File: config.mk
export PLATFORM = sky130hd
export DESIGN_NAME = pairing_loop_seq
export DESIGN_NICKNAME = d
export VERILOG_FILES = /design/src/rtl/pairing_loop_seq.sv
export SDC_FILE = /design/constraint.sdc
export NUM_CORES = 1
export LEC_CHECK = 0
export BUFFER_PORTS_ARGS = -buffer_cell sky130_fd_sc_hd__buf_2
export CAP_MARGIN = 20
export CELL_PAD_IN_SITES_DETAIL_PLACEMENT = 1
export CELL_PAD_IN_SITES_GLOBAL_PLACEMENT = 1
export CORE_ASPECT_RATIO = 1.1
export CORE_UTILIZATION = 40
export CTS_BUF_LIST = sky130_fd_sc_hd__clkbuf_16
export CTS_CLUSTER_SIZE = 16
export DETAILED_ROUTE_END_ITERATION = 8
export PLACE_DENSITY = 0.86
export REMOVE_ABC_BUFFERS = 1
export SLEW_MARGIN = 0
export SYNTH_ARGS = -nofsm -noshare
export SYNTH_HDL_FRONTEND = slang
export SYNTH_SLANG_ARGS = --single-unit
File: constraint.sdc
create_clock -name clk -period 3.1 [get_ports clk]
set_clock_uncertainty 0.2 [all_clocks]
set_input_delay 0.31 -clock clk [delete_from_list [all_inputs] [get_ports clk]]
set_output_delay 0.31 -clock clk [all_outputs]
set_load 0.02 [all_outputs]
File: src/rtl/pairing_loop_seq.sv
// Control sequencer for the Tate pairing core: counted Miller loop, final
// exponentiation and a held result handshake, with abort and a per-wait watchdog.
//
// state    | meaning                        state    | meaning
// IDLE     | waiting for start              UPDATE   | commit a,b,t,y; step d and index
// LOAD     | load operands                  FE_RST   | reset final-exponentiation unit
// MUL_RST  | hold GF(3^m) mults in reset    FE_WAIT  | wait for final exponentiation
// MUL_WAIT | wait for GF(3^m) mults         OUT      | result held until accepted
// EXT_RST  | reset GF(3^6m) multiplier      EXT_WAIT | wait for GF(3^6m) multiplier
module pairing_loop_seq #(
   parameter int ITER    = 97,
   parameter int CNT_W   = 7,
   parameter int RST_DLY = 2,
   parameter int TIMEOUT = 1023,
   parameter int TO_W    = 10
) (
   input  logic             clk,
   input  logic             reset,
   input  logic             start,
   input  logic             abort,
   output logic             busy,
   output logic             load_en,
   output logic             mul_rst,
   input  logic             mul_done,
   output logic             ext_rst,
   input  logic             ext_done,
   output logic             upd_en,
   output logic [1:0]       d,
   output logic [CNT_W-1:0] iter_idx,
   output logic             fe_rst,
   input  logic             fe_done,
   output logic             cap_en,
   output logic             out_valid,
   input  logic             out_ready,
   output logic             err
);

   localparam int DLY_W = (RST_DLY > 1) ? $clog2(RST_DLY) : 1;
   localparam logic [CNT_W-1:0] IDX_LAST = CNT_W'(ITER - 1);
   localparam logic [DLY_W-1:0] DLY_LAST = DLY_W'(RST_DLY - 1);
   localparam logic [TO_W-1:0]  TO_LAST  = TO_W'(TIMEOUT - 1);

   typedef enum logic [3:0] {
      S_IDLE, S_LOAD, S_MUL_RST, S_MUL_WAIT, S_EXT_RST,
      S_EXT_WAIT, S_UPDATE, S_FE_RST, S_FE_WAIT, S_OUT
   } state_t;

   state_t           state_q, state_d;
   logic [CNT_W-1:0] iter_q, iter_d;
   logic [1:0]       d_q, d_d;
   logic [DLY_W-1:0] dly_q, dly_d;
   logic [TO_W-1:0]  wd_q, wd_d;
   logic             err_q, err_d;
   logic             mul_done_q, ext_done_q, fe_done_q;
   logic             mul_edge, ext_edge, fe_edge;
   logic             in_wait, wait_edge, wd_fire;

   assign mul_edge = mul_done & ~mul_done_q;
   assign ext_edge = ext_done & ~ext_done_q;
   assign fe_edge  = fe_done & ~fe_done_q;

   assign in_wait   = (state_q == S_MUL_WAIT) || (state_q == S_EXT_WAIT) || (state_q == S_FE_WAIT);
   assign wait_edge = ((state_q == S_MUL_WAIT) && mul_edge) ||
                      ((state_q == S_EXT_WAIT) && ext_edge) ||
                      ((state_q == S_FE_WAIT)  && fe_edge);
   assign wd_fire   = (TIMEOUT != 0) && in_wait && !wait_edge && (wd_q == TO_LAST);

   always_comb begin
      state_d = state_q;
      iter_d  = iter_q;
      d_d     = d_q;
      dly_d   = dly_q;
      err_d   = err_q;
      // Outside a wait the watchdog sits at zero, so every wait starts fresh.
      wd_d    = in_wait ? wd_q + 1'b1 : '0;
      if (abort && (state_q != S_IDLE)) begin
         state_d = S_IDLE;
      end else begin
         case (state_q)
            S_IDLE: begin
               if (start && !abort) begin
                  state_d = S_LOAD;
                  err_d   = 1'b0;
               end
            end
            S_LOAD: begin
               iter_d  = '0;
               d_d     = 2'b01;
               dly_d   = DLY_LAST;
               state_d = S_MUL_RST;
            end
            S_MUL_RST: begin
               if (dly_q == '0) state_d = S_MUL_WAIT;
               else             dly_d   = dly_q - 1'b1;
            end
            S_MUL_WAIT: if (mul_edge) state_d = S_EXT_RST;
            S_EXT_RST:  state_d = S_EXT_WAIT;
            S_EXT_WAIT: if (ext_edge) state_d = S_UPDATE;
            S_UPDATE: begin
               case (d_q)
                  2'b01:   d_d = 2'b00;
                  2'b00:   d_d = 2'b10;
                  default: d_d = 2'b01;
               endcase
               dly_d = DLY_LAST;
               if (iter_q == IDX_LAST) begin
                  state_d = S_FE_RST;
               end else begin
                  iter_d  = iter_q + 1'b1;
                  state_d = S_MUL_RST;
               end
            end
            S_FE_RST:  state_d = S_FE_WAIT;
            S_FE_WAIT: if (fe_edge) state_d = S_OUT;
            S_OUT:     if (out_ready) state_d = S_IDLE;
            default:   state_d = S_IDLE;
         endcase
         if (wd_fire) begin
            err_d   = 1'b1;
            state_d = S_IDLE;
         end
      end
   end

   always_ff @(posedge clk) begin
      if (reset) begin
         state_q    <= S_IDLE;
         iter_q     <= '0;
         d_q        <= 2'b01;
         dly_q      <= '0;
         wd_q       <= '0;
         err_q      <= 1'b0;
         mul_done_q <= 1'b0;
         ext_done_q <= 1'b0;
         fe_done_q  <= 1'b0;
      end else begin
         state_q    <= state_d;
         iter_q     <= iter_d;
         d_q        <= d_d;
         dly_q      <= dly_d;
         wd_q       <= wd_d;
         err_q      <= err_d;
         mul_done_q <= mul_done;
         ext_done_q <= ext_done;
         fe_done_q  <= fe_done;
      end
   end

   assign busy      = (state_q != S_IDLE);
   assign load_en   = (state_q == S_LOAD);
   assign upd_en    = (state_q == S_UPDATE);
   assign mul_rst   = !((state_q == S_MUL_WAIT) || (state_q == S_EXT_RST) || (state_q == S_EXT_WAIT));
   assign ext_rst   = (state_q != S_EXT_WAIT);
   assign fe_rst    = !((state_q == S_FE_WAIT) || (state_q == S_OUT));
   assign out_valid = (state_q == S_OUT);
   // An abort landing on the final done edge must not capture a result.
   assign cap_en    = (state_q == S_FE_WAIT) && fe_edge && !abort;
   assign d         = d_q;
   assign iter_idx  = iter_q;
   assign err       = err_q;

endmodule

==> reports/qor.tcl, run 1 <==
set qor(worst_ir_drop_vdd_v) 0.0002486
set qor(floorplan.io_pins) 26
set qor(timing.reg2reg.setup_slack_ns) 0.82
set qor(top_ff_cell_synth) {sky130_fd_sc_hd__dfxtp_1}
set qor(vias) 1351
set qor(synth_edf_count) 0
set qor(route.antenna.remaining_nets) 0
set qor(synth-seq-area-share_pct) 36.75
set qor(power_leakage_nw) 0.6850
set qor(r2r.worst_path.cells) 5
set qor(fin_setup_tns_ns) 0
set qor(cap_violations) 0
set qor(chipHeight_um) 66.77
set qor(die_area_sq_mm) 0.004064
set qor(remaining_drc_errors) 0
set qor(worst_path_required_ns) 3.11
set qor(timing.critical_path.to) {iter_idx[1]}
set qor(root_buffer) {sky130_fd_sc_hd__clkbuf_16}
set qor(synth_top_cell_by_area) {sky130_fd_sc_hd__dfxtp_1}
set qor(layout_worst_path_cycle_share_pct) 73.69
set qor(hold_path_class) {input pin to flop}
set qor(finalHoldViolCount) 0
set qor(post-dp-hpwl_mm) 2.709
set qor(finalSetupViolCount) 0
set qor(htree_num_levels) 1
set qor(final-max-slew-violation-count) 0
set qor(grt_first_pass_wirelength_mm) 6.313
set qor(numCtsBuffers) 3
set qor(critPathCaptureType) {flop}
set qor(insertion_delay_ns) 0.26
set qor(synthToLayoutAreaGrowth_pct) 16.57
set qor(synth_top_cell_area_share_pct) 36.75
set qor(worstHoldPathCells) 2
set qor(dp.cells) 249
set qor(detail_route.iter0.violations) 52
set qor(critical_path.reg2reg.startpoint) {state_q[0]}
set qor(drt_pre_antenna_iters) 4
set qor(grt_util_met1_pct) 25.59
set qor(ys_types) 46
set qor(post-route-min-period_ns) 2.284
set qor(io_buffers) 25
set qor(clk_transition_reported_paths_ns) 0.07
set qor(grt_max_degree) 20
set qor(routed_wire_length_per_instance_um) 14.93
set qor(setup.worst_path.class) {flop to flop}
set qor(power.density_mw_per_mm2) 569.1
set qor(regToRegEndpoint) {iter_idx[1]}
set qor(worstSetupStartpointType) {flop}
set qor(area_inside_the_core_boundary_sq_mm) 0.003655
set qor(initial_core_util_pct) 41.73
set qor(cts.repair.resized) 0
set qor(fmax_mhz) 437.8
set qor(tritoncts) {yes}
set qor(layout_commonest_cell) {sky130_fd_sc_hd__nor2_1}
set qor(worst_ep_arrival_time_ns) 2.29
set qor(cts_sinks) 28
set qor(placement_rows) 23
set qor(grt.busiest_layer) {met2}
set qor(max_slew.worst_pin.slew_ns) 0.5714
set qor(dieWidth_um) 60.88
set qor(grt.met3_usage_pct) 2.330
set qor(cts_setup_buffers) 0
set qor(final_cell_mix) {29 x sky130_fd_sc_hd__nor2_1, 28 x sky130_fd_sc_hd__dfxtp_1, 25 x sky130_fd_sc_hd__buf_2, 17 x sky130_fd_sc_hd__nand2_1, 11 x sky130_fd_sc_hd__a21oi_1}
set qor(filler_instances) 478
set qor(timing.slew.headroom_pct) 61.86
set qor(overflow) 0
set qor(finalNonFillerCells) 253
set qor(cp_max_fo) 19
set qor(yosysWarningCount) 0
set qor(met2_usage_pct) 37.64
set qor(synth_top_cells_by_area) {sky130_fd_sc_hd__dfxtp_1 37%, sky130_fd_sc_hd__nor2_1 7.1%, sky130_fd_sc_hd__nand2_1 4.2%}
set qor(cts_hold_buffers) 0
set qor(routed_via_density) 5.340
set qor(run_status) {finished, final reports clean}
set qor(final_wl_mm) 3.778
set qor(design.final.nets) 216
set qor(antenna_found_initial) 0
set qor(grt_setup_unrepaired) {no}
set qor(final_antenna_diode_count) 0
set qor(routability_driven_placement_congestion_ratio) 0.7666
set qor(async_flop_share_pct) 0
set qor(totalPowerFinal_mw) 1.012
set qor(synth.cell_area_sq_mm) 0.001525
set qor(post_route_cells_drive_above_1_share_pct) 17.24
set qor(synthesis.area_per_instance_sq_um) 8.427
set qor(globalRouteTotalUtil_pct) 21.03
set qor(clk_path_buf_depth) 2
set qor(yosys_register_bits) 28
set qor(critical_path.startpoint) {state_q[0]}
set qor(syn-instance-count) 181
set qor(first_global_vias) 1332
[Yosys cell counts, types with 3 or more instances]
cell type	count
sky130_fd_sc_hd__nor2_1	29
sky130_fd_sc_hd__dfxtp_1	28
sky130_fd_sc_hd__nand2_1	17
sky130_fd_sc_hd__a21oi_1	11
sky130_fd_sc_hd__inv_1	7
sky130_fd_sc_hd__nand2b_1	6
sky130_fd_sc_hd__nand4_1	6
sky130_fd_sc_hd__nor2b_1	6
sky130_fd_sc_hd__xor2_1	6
sky130_fd_sc_hd__buf_2	5
sky130_fd_sc_hd__mux2i_1	5
sky130_fd_sc_hd__xnor2_1	5
sky130_fd_sc_hd__ha_1	4
sky130_fd_sc_hd__a21o_1	3
sky130_fd_sc_hd__a31oi_1	3
sky130_fd_sc_hd__nand3_1	3
sky130_fd_sc_hd__or2_1	3
[layout make-up]
type                            count  area [sq um]  area share [%]
Clock inverter                      1         30.03           1.689
Multi-Input combinational cell    139         898.4           50.53
Tap cell                           50         62.56           3.519
Sequential cell                    28         560.5           31.53
Inverter                            7         26.28           1.478
Timing Repair Buffer               25         125.1           7.037
Clock buffer                        3         75.07           4.222
[cells by family after synthesis]
| family | share of synthesized area [%] |
|---|---|
| AOI/OAI and AO/OA | 15.26 |
| xor gates and xnor gates | 6.316 |
| adders and majority gates | 3.282 |
| buffers and inverters | 4.348 |
| DFF | 36.75 |
| muxes | 4.020 |
| and+or+nand+nor | 30.02 |
[critical path, stage by stage (launching register included)]
cell and delay, ns:
sky130_fd_sc_hd__dfxtp_1 0.69, sky130_fd_sc_hd__nand2b_1 0.25, sky130_fd_sc_hd__or2_1 0.35, sky130_fd_sc_hd__a21boi_2 0.30, sky130_fd_sc_hd__mux2_2 0.37, sky130_fd_sc_hd__nor2_1 0.07
[power breakdown]
part           leakage, nW  switching [mW]  internal (mW)
Sequential           0.227          0.0443          0.377
Clock               0.0511           0.127          0.257
Combinational        0.407           0.128         0.0788
[routing by layer]
layer | vias up | routed length [um]
met5 | - | 0
met4 | 0 | 46
met3 | 4 | 75
met2 | 20 | 2038
met1 | 654 | 1616
li1 | 673 | -
[flip-flops by register name, summed over array words and instances, names as in the netlist]
name and flops:
state_q 4, ext_done_q 1, dly_q 1, fe_done_q 1, iter_idx 7, wd_q 10, mul_done_q 1, err 1
d 2
[worst min-delay path by stage]
stage | from | endpoint
floorplan | reset | d[1]
global placement | wd_q[0] | wd_q[0]
detailed placement | wd_q[0] | wd_q[0]
CTS | fe_done | fe_done_q
global route | ext_done | ext_done_q
finish | fe_done | fe_done_q
[stage by stage]
stage	setup slack [ns]	hold WS [ns]	utilization [%]	cell area, sq um
detailed placement	0.8847	0.2801	45.77	1673
global placement	0.9428	0.2746	45.77	1673
global route	0.6714	0.09561	48.65	1778
finish	0.8157	0.07768	48.65	1778
CTS	0.8366	0.07371	48.65	1778
floorplan	0.8872	0.1791	-	1485
Note: power is estimated with default switching activity, not from simulation.
==> inputs of run 2 (changes only) <==
- clock period: 3.1 -> 2.35 ns (I/O delays scaled with it)
==> reports/qor.tcl, run 2 (synthesized netlist as in run 1, its figures left out) <==
set qor(root_buffer) {sky130_fd_sc_hd__clkbuf_16}
set qor(finalHoldViolCount) 0 ;# unchanged
set qor(vias) 1373 ;# +1.6%
set qor(timing.slew.headroom_pct) 66.05 ;# +4.2 points
set qor(power.density_mw_per_mm2) 745.7 ;# +31%
set qor(final_core_util_pct) 49.78 ;# +1.1 points
set qor(dieWidth_um) 60.88 ;# unchanged
set qor(io_buffers) 25 ;# unchanged
set qor(stdcell_area_sq_mm) 0.001819 ;# +2.3%
set qor(worst_path_required_ns) 1.91 ;# -1.20 ns
set qor(setup.worst_path.class) {flop to output port}
set qor(post-dp-hpwl_mm) 2.859 ;# +5.5%
set qor(final_antenna_diode_count) 0 ;# unchanged
set qor(remaining_drc_errors) 0 ;# unchanged
set qor(filler_instances) 466 ;# -2.5%
set qor(floorplan.io_pins) 26 ;# unchanged
set qor(tritoncts) {yes}
set qor(cap_violations) 0 ;# unchanged
set qor(grt_setup_unrepaired) {no}
set qor(max_slew.worst_pin.slew_ns) 0.5050 ;# -0.06639 ns
set qor(htree_num_levels) 1 ;# unchanged
set qor(globalRouteTotalUtil_pct) 21.77 ;# +0.74 points
set qor(post-route-min-period_ns) 2.165
set qor(placement_rows) 23 ;# unchanged
set qor(route.antenna.remaining_nets) 0 ;# unchanged
set qor(fmax_mhz) 461.9
set qor(cp_max_fo) 10 ;# -9
set qor(antenna_found_initial) 0 ;# unchanged
set qor(final_wl_mm) 3.832 ;# +1.4%
set qor(totalPowerFinal_mw) 1.357 ;# +34%
set qor(hold_path_class) {input pin to flop}
set qor(final_cell_mix) {29 x sky130_fd_sc_hd__nor2_1, 27 x sky130_fd_sc_hd__dfxtp_1, 25 x sky130_fd_sc_hd__buf_2, 17 x sky130_fd_sc_hd__nand2_1, 11 x sky130_fd_sc_hd__a21oi_1}
set qor(post_route_cells_drive_above_1_share_pct) 18.84 ;# +1.6 points
set qor(numCtsBuffers) 3 ;# unchanged
set qor(first_global_vias) 1426 ;# +7.1%
set qor(detail_route.iter0.violations) 56 ;# +7.7%
set qor(insertion_delay_ns) 0.26 ;# about the same
set qor(routed_via_density) 5.342 ;# about the same
set qor(final-max-slew-violation-count) 0 ;# unchanged
set qor(hold-worst-slack_ns) 0.01459 ;# -0.06309 ns
set qor(worst_ir_drop_vdd_v) 0.0003598 ;# +45%
set qor(clk_transition_reported_paths_ns) 0.07 ;# about the same
set qor(cts_sinks) 28 ;# unchanged
set qor(finalSetupViolCount) 0 ;# unchanged
set qor(run_status) {finished, final reports clean}
set qor(fin_setup_tns_ns) 0 ;# unchanged
set qor(cts_setup_buffers) 0 ;# unchanged
set qor(largest_reg_flops) 10 ;# unchanged
set qor(routed_wire_length_per_instance_um) 14.91 ;# -0.15%
set qor(max_flop_register) {wd_q}
set qor(die_area_sq_mm) 0.004064 ;# unchanged
set qor(grt_first_pass_wirelength_mm) 6.499 ;# +2.9%
set qor(worstSetupStartpointType) {flop}
set qor(grt_max_degree) 17 ;# -15%
set qor(design.final.nets) 220 ;# +1.9%
set qor(worst_ep_arrival_time_ns) 1.73 ;# -0.56 ns
set qor(synthToLayoutAreaGrowth_pct) 19.28
set qor(clk_path_buf_depth) 2 ;# unchanged
set qor(area_inside_the_core_boundary_sq_mm) 0.003655 ;# unchanged
set qor(chipHeight_um) 66.77 ;# unchanged
set qor(overflow) 0 ;# unchanged
set qor(initial_core_util_pct) 41.73 ;# unchanged
set qor(dpl_cell_area_sq_mm) 0.001695 ;# +1.3%
set qor(drt_pre_antenna_iters) 4 ;# unchanged
set qor(power_leakage_nw) 0.7102 ;# +3.7%
set qor(routability_driven_placement_congestion_ratio) 0.8462 ;# +10%
set qor(layout_commonest_cell) {sky130_fd_sc_hd__nor2_1}
set qor(critPathCaptureType) {output port}
set qor(layout_worst_path_cycle_share_pct) 92.13
run 2: changes by cell type in the layout (fill, tap and decap cells not counted):
cell / delta
sky130_fd_sc_hd__a21boi_2: -1
sky130_fd_sc_hd__a21boi_4: +1
sky130_fd_sc_hd__buf_4: +3
sky130_fd_sc_hd__dfxtp_1: -1
sky130_fd_sc_hd__dfxtp_2: +1
sky130_fd_sc_hd__dlygate4sd3_1: +1
run 2: cell type report:
class                           instances  area, sq um  area share, %
Multi-Input combinational cell        139        905.9          49.79
Sequential cell                        28        561.8          30.88
Timing Repair Buffer                   29        157.7          8.666
Clock buffer                            3        75.07          4.127
Tap cell                               50        62.56          3.439
Clock inverter                          1        30.03          1.651
Inverter                                7        26.28          1.444
run 2: final timing paths:
kind	start	slack (ns)	depth (start not counted)	endpoint
setup / recovery	state_q[0]	0.18	5	cap_en
setup reg to reg	iter_idx[0]	0.25	7	iter_idx[1]
hold reg to reg	wd_q[9]	0.29	2	wd_q[9]
hold / removal	ext_done	0.01	2	ext_done_q
run 2: metrics by stage:
stage                     setup slack, ns  instances
after CTS                          0.1110        257
after detailed placement           0.1366        252
after floorplan                    0.1372        174
final                              0.1849        257
after global routing              0.06955        257
after global placement             0.2234        252
run 2: layer usage:
layer  vias to the layer above  GRT usage [%]  routed length [um]
met1                       653          24.85                1655
met3                         9          2.718                 123
met2                        24          39.15                1941
met4                         0          10.23                 112
met5                         -              0                   0
li1                        687              -                   -
run 2: report_power, final:
part	total (mW)	internal [mW]	leakage [nW]	switching, mW
logic	0.322	0.121	0.432	0.201
registers	0.534	0.497	0.227	0.0374
clock network	0.500	0.339	0.0511	0.161
run 2: worst max-delay path: stages, from the launching register on:
cell	delay, ns
sky130_fd_sc_hd__dfxtp_1	0.42
sky130_fd_sc_hd__buf_4	0.22
sky130_fd_sc_hd__nor4b_1	0.41
sky130_fd_sc_hd__nand2_1	0.15
sky130_fd_sc_hd__nor2_1	0.10
sky130_fd_sc_hd__buf_2	0.17
run 2: repair_timing:
action / 4_1_cts / 5_1_grt
hold buffers: 1 / 0
endpoints found under the hold margin: 1 / 0
resized for setup: 0 / 2
setup endpoints to repair: 0 / 1
==> inputs of run 3 (changes only) <==
- clock period: 2.35 -> 2.3 ns (I/O delays scaled with it)
==> reports/qor.tcl, run 3 (synthesized netlist as in run 1, its figures left out) <==
set qor(regToRegEndpoint) {iter_idx[1]}
set qor(antenna_found_initial) 0 ;# unchanged
set qor(htree_num_levels) 1 ;# unchanged
set qor(critPathCaptureType) {flop}
set qor(critical_path.reg2reg.startpoint) {iter_idx[0]}
set qor(overflow) 0 ;# unchanged
set qor(run_status) {complete, but fails checks}
set qor(dp.cells) 254 ;# +0.79%
set qor(hold_path_end) {ext_done_q}
set qor(critPathSlowestCell) {sky130_fd_sc_hd__dfxtp_1}
set qor(timing.reg2reg.setup_slack_ns) 0.12 ;# -0.13 ns
set qor(dp_slack_ns) 0.07484 ;# -0.06171 ns
set qor(hold-worst-slack_ns) -0.002943 ;# -0.01754 ns
set qor(cts_setup_buffers) 0 ;# unchanged
set qor(worstPathBufferInverterCount) 1 ;# -1
set qor(final_wl_mm) 3.949 ;# +3.1%
set qor(hold_path_startpoint) {ext_done}
set qor(final_cell_mix) {29 x sky130_fd_sc_hd__nor2_1, 28 x sky130_fd_sc_hd__dfxtp_1, 25 x sky130_fd_sc_hd__buf_2, 17 x sky130_fd_sc_hd__nand2_1, 11 x sky130_fd_sc_hd__a21oi_1}
set qor(dpl_cell_area_sq_mm) 0.001710 ;# +0.89%
set qor(power_leakage_nw) 0.7211 ;# +1.5%
set qor(max_slew.worst_pin.slew_ns) 0.5268 ;# +0.02176 ns
set qor(die_area_sq_mm) 0.004064 ;# unchanged
set qor(cp_max_fo) 6 ;# -4
set qor(cap_violations) 0 ;# unchanged
set qor(worst_ep_arrival_time_ns) 2.18 ;# +0.45 ns
set qor(clk_path_buf_depth) 2 ;# unchanged
set qor(detail_route.iter0.violations) 24 ;# -57%
set qor(design.final.nets) 222 ;# +0.91%
set qor(final_core_util_pct) 50.33 ;# +0.55 points
set qor(totalPowerFinal_mw) 1.420 ;# +4.7%
set qor(r2r.worst_path.cells) 7 ;# unchanged
set qor(hold_path_class) {input pin to flop}
set qor(vias) 1404 ;# +2.3%
set qor(synthToLayoutAreaGrowth_pct) 20.59
set qor(worstSetupStartpointType) {flop}
set qor(drt_pre_antenna_iters) 4 ;# unchanged
set qor(floorplan.io_pins) 26 ;# unchanged
set qor(max_flop_register) {wd_q}
set qor(grt_max_degree) 17 ;# unchanged
set qor(timing.slew.headroom_pct) 64.75 ;# -1.3 points
set qor(path_cells) {inv_1, ha_1, nor2b_1, a211o_1, a21boi_4, mux2_2, nor2_1}
set qor(grt_setup_unrepaired) {no}
set qor(final_antenna_diode_count) 0 ;# unchanged
set qor(dieWidth_um) 60.88 ;# unchanged
set qor(final-max-slew-violation-count) 0 ;# unchanged
set qor(post_route_cells_drive_above_1_share_pct) 19.62 ;# +0.78 points
set qor(finalSetupViolCount) 0 ;# unchanged
set qor(fmax_mhz) 458.8
set qor(cpPeakStageDelay_ns) 0.41 ;# about the same
set qor(post-dp-hpwl_mm) 2.875 ;# +0.55%
set qor(numCtsBuffers) 3 ;# unchanged
set qor(post-route-min-period_ns) 2.180
set qor(violated_checks) {hold timing}
set qor(globalRouteTotalUtil_pct) 22.20 ;# +0.42 points
set qor(largest_reg_flops) 10 ;# unchanged
set qor(finalNonFillerCells) 259 ;# +0.78%
set qor(fin_setup_tns_ns) 0 ;# unchanged
set qor(io_buffers) 25 ;# unchanged
set qor(power.density_mw_per_mm2) 772.2 ;# +3.6%
set qor(layout_commonest_cell) {sky130_fd_sc_hd__nor2_1}
set qor(insertion_delay_ns) 0.27 ;# about the same
set qor(routed_via_density) 5.421 ;# +1.5%
set qor(routability_driven_placement_congestion_ratio) 0.8309 ;# -1.8%
set qor(finalHoldViolCount) 2 ;# +2
set qor(setup.worst_path.class) {flop to flop}
set qor(initial_core_util_pct) 41.73 ;# unchanged
set qor(first_global_vias) 1480 ;# +3.8%
set qor(cell_class_contributing_the_biggest_share_of_worst_path_delay) {compound AO/OA/AOI/OAI gates}
set qor(root_buffer) {sky130_fd_sc_hd__clkbuf_16}
set qor(layout_worst_path_cycle_share_pct) 94.78
set qor(worst_path_required_ns) 2.30 ;# +0.39 ns
set qor(worst_ir_drop_vdd_v) 0.0003540 ;# -1.6%
set qor(cts_sinks) 28 ;# unchanged
set qor(route.antenna.remaining_nets) 0 ;# unchanged
set qor(routed_wire_length_per_instance_um) 15.25 ;# +2.3%
set qor(worstHoldPathCells) 2 ;# unchanged
set qor(clk_transition_reported_paths_ns) 0.07 ;# about the same
set qor(remaining_drc_errors) 0 ;# unchanged
set qor(tritoncts) {yes}
set qor(setup_slack_ns) 0.1202 ;# -0.06469 ns
set qor(placement_rows) 23 ;# unchanged
set qor(grt_first_pass_wirelength_mm) 6.748 ;# +3.8%
set qor(chipHeight_um) 66.77 ;# unchanged
set qor(area_inside_the_core_boundary_sq_mm) 0.003655 ;# unchanged
set qor(stdcell_area_sq_mm) 0.001839 ;# +1.1%
==> run 3: cell types whose count changed in the layout (fill, tap and decap cells not counted) <==
cell and delta:
sky130_fd_sc_hd__buf_4 +2, sky130_fd_sc_hd__nor4b_1 -1, sky130_fd_sc_hd__dfxtp_2 -1, sky130_fd_sc_hd__dfxtp_1 +1, sky130_fd_sc_hd__nor4b_2 +1
==> run 3: timing repair <==
item	in CTS	in global routing
hold endpoints to repair	1	0
hold buffers	1	0
gates resized for setup	0	2
endpoints found under the setup margin	0	2
==> run 3: report_power, final <==
group	total (mW)	internal [mW]	leakage [nW]	switching (mW)
clock network	0.518	0.347	0.0511	0.171
registers	0.542	0.508	0.227	0.0346
logic	0.360	0.142	0.443	0.218
total	1.42	0.996	0.721	0.424
==> run 3: cell type report <==
type | instances | area [sq um]
well taps | 50 | 62.56
multi-input cells | 139 | 912.1
flip-flops and latches | 28 | 560.5
clock inverters | 1 | 30.03
repair buffers | 31 | 172.7
inverters | 7 | 26.28
fillers | 473 | 1815
clock buffers | 3 | 75.07
==> run 3: worst max-delay path by stage <==
stage	startpoint	end	slack [ns]	cells after the start
after floorplan	iter_idx[0]	iter_idx[1]	0.09	7
after global placement	iter_idx[0]	iter_idx[1]	0.17	7
after detailed placement	iter_idx[0]	iter_idx[1]	0.07	7
after CTS	iter_idx[0]	iter_idx[1]	0.06	7
after global routing	iter_idx[0]	iter_idx[1]	0.002	7
final	iter_idx[0]	iter_idx[1]	0.12	7
==> run 3: routing by layer <==
layer | wire, um | vias up | GRT usage (%)
met5 | 0 | - | 0
met4 | 29 | 0 | 6.534
met3 | 114 | 4 | 3.301
met2 | 2096 | 21 | 41.07
met1 | 1708 | 694 | 25.62
li1 | - | 685 | -
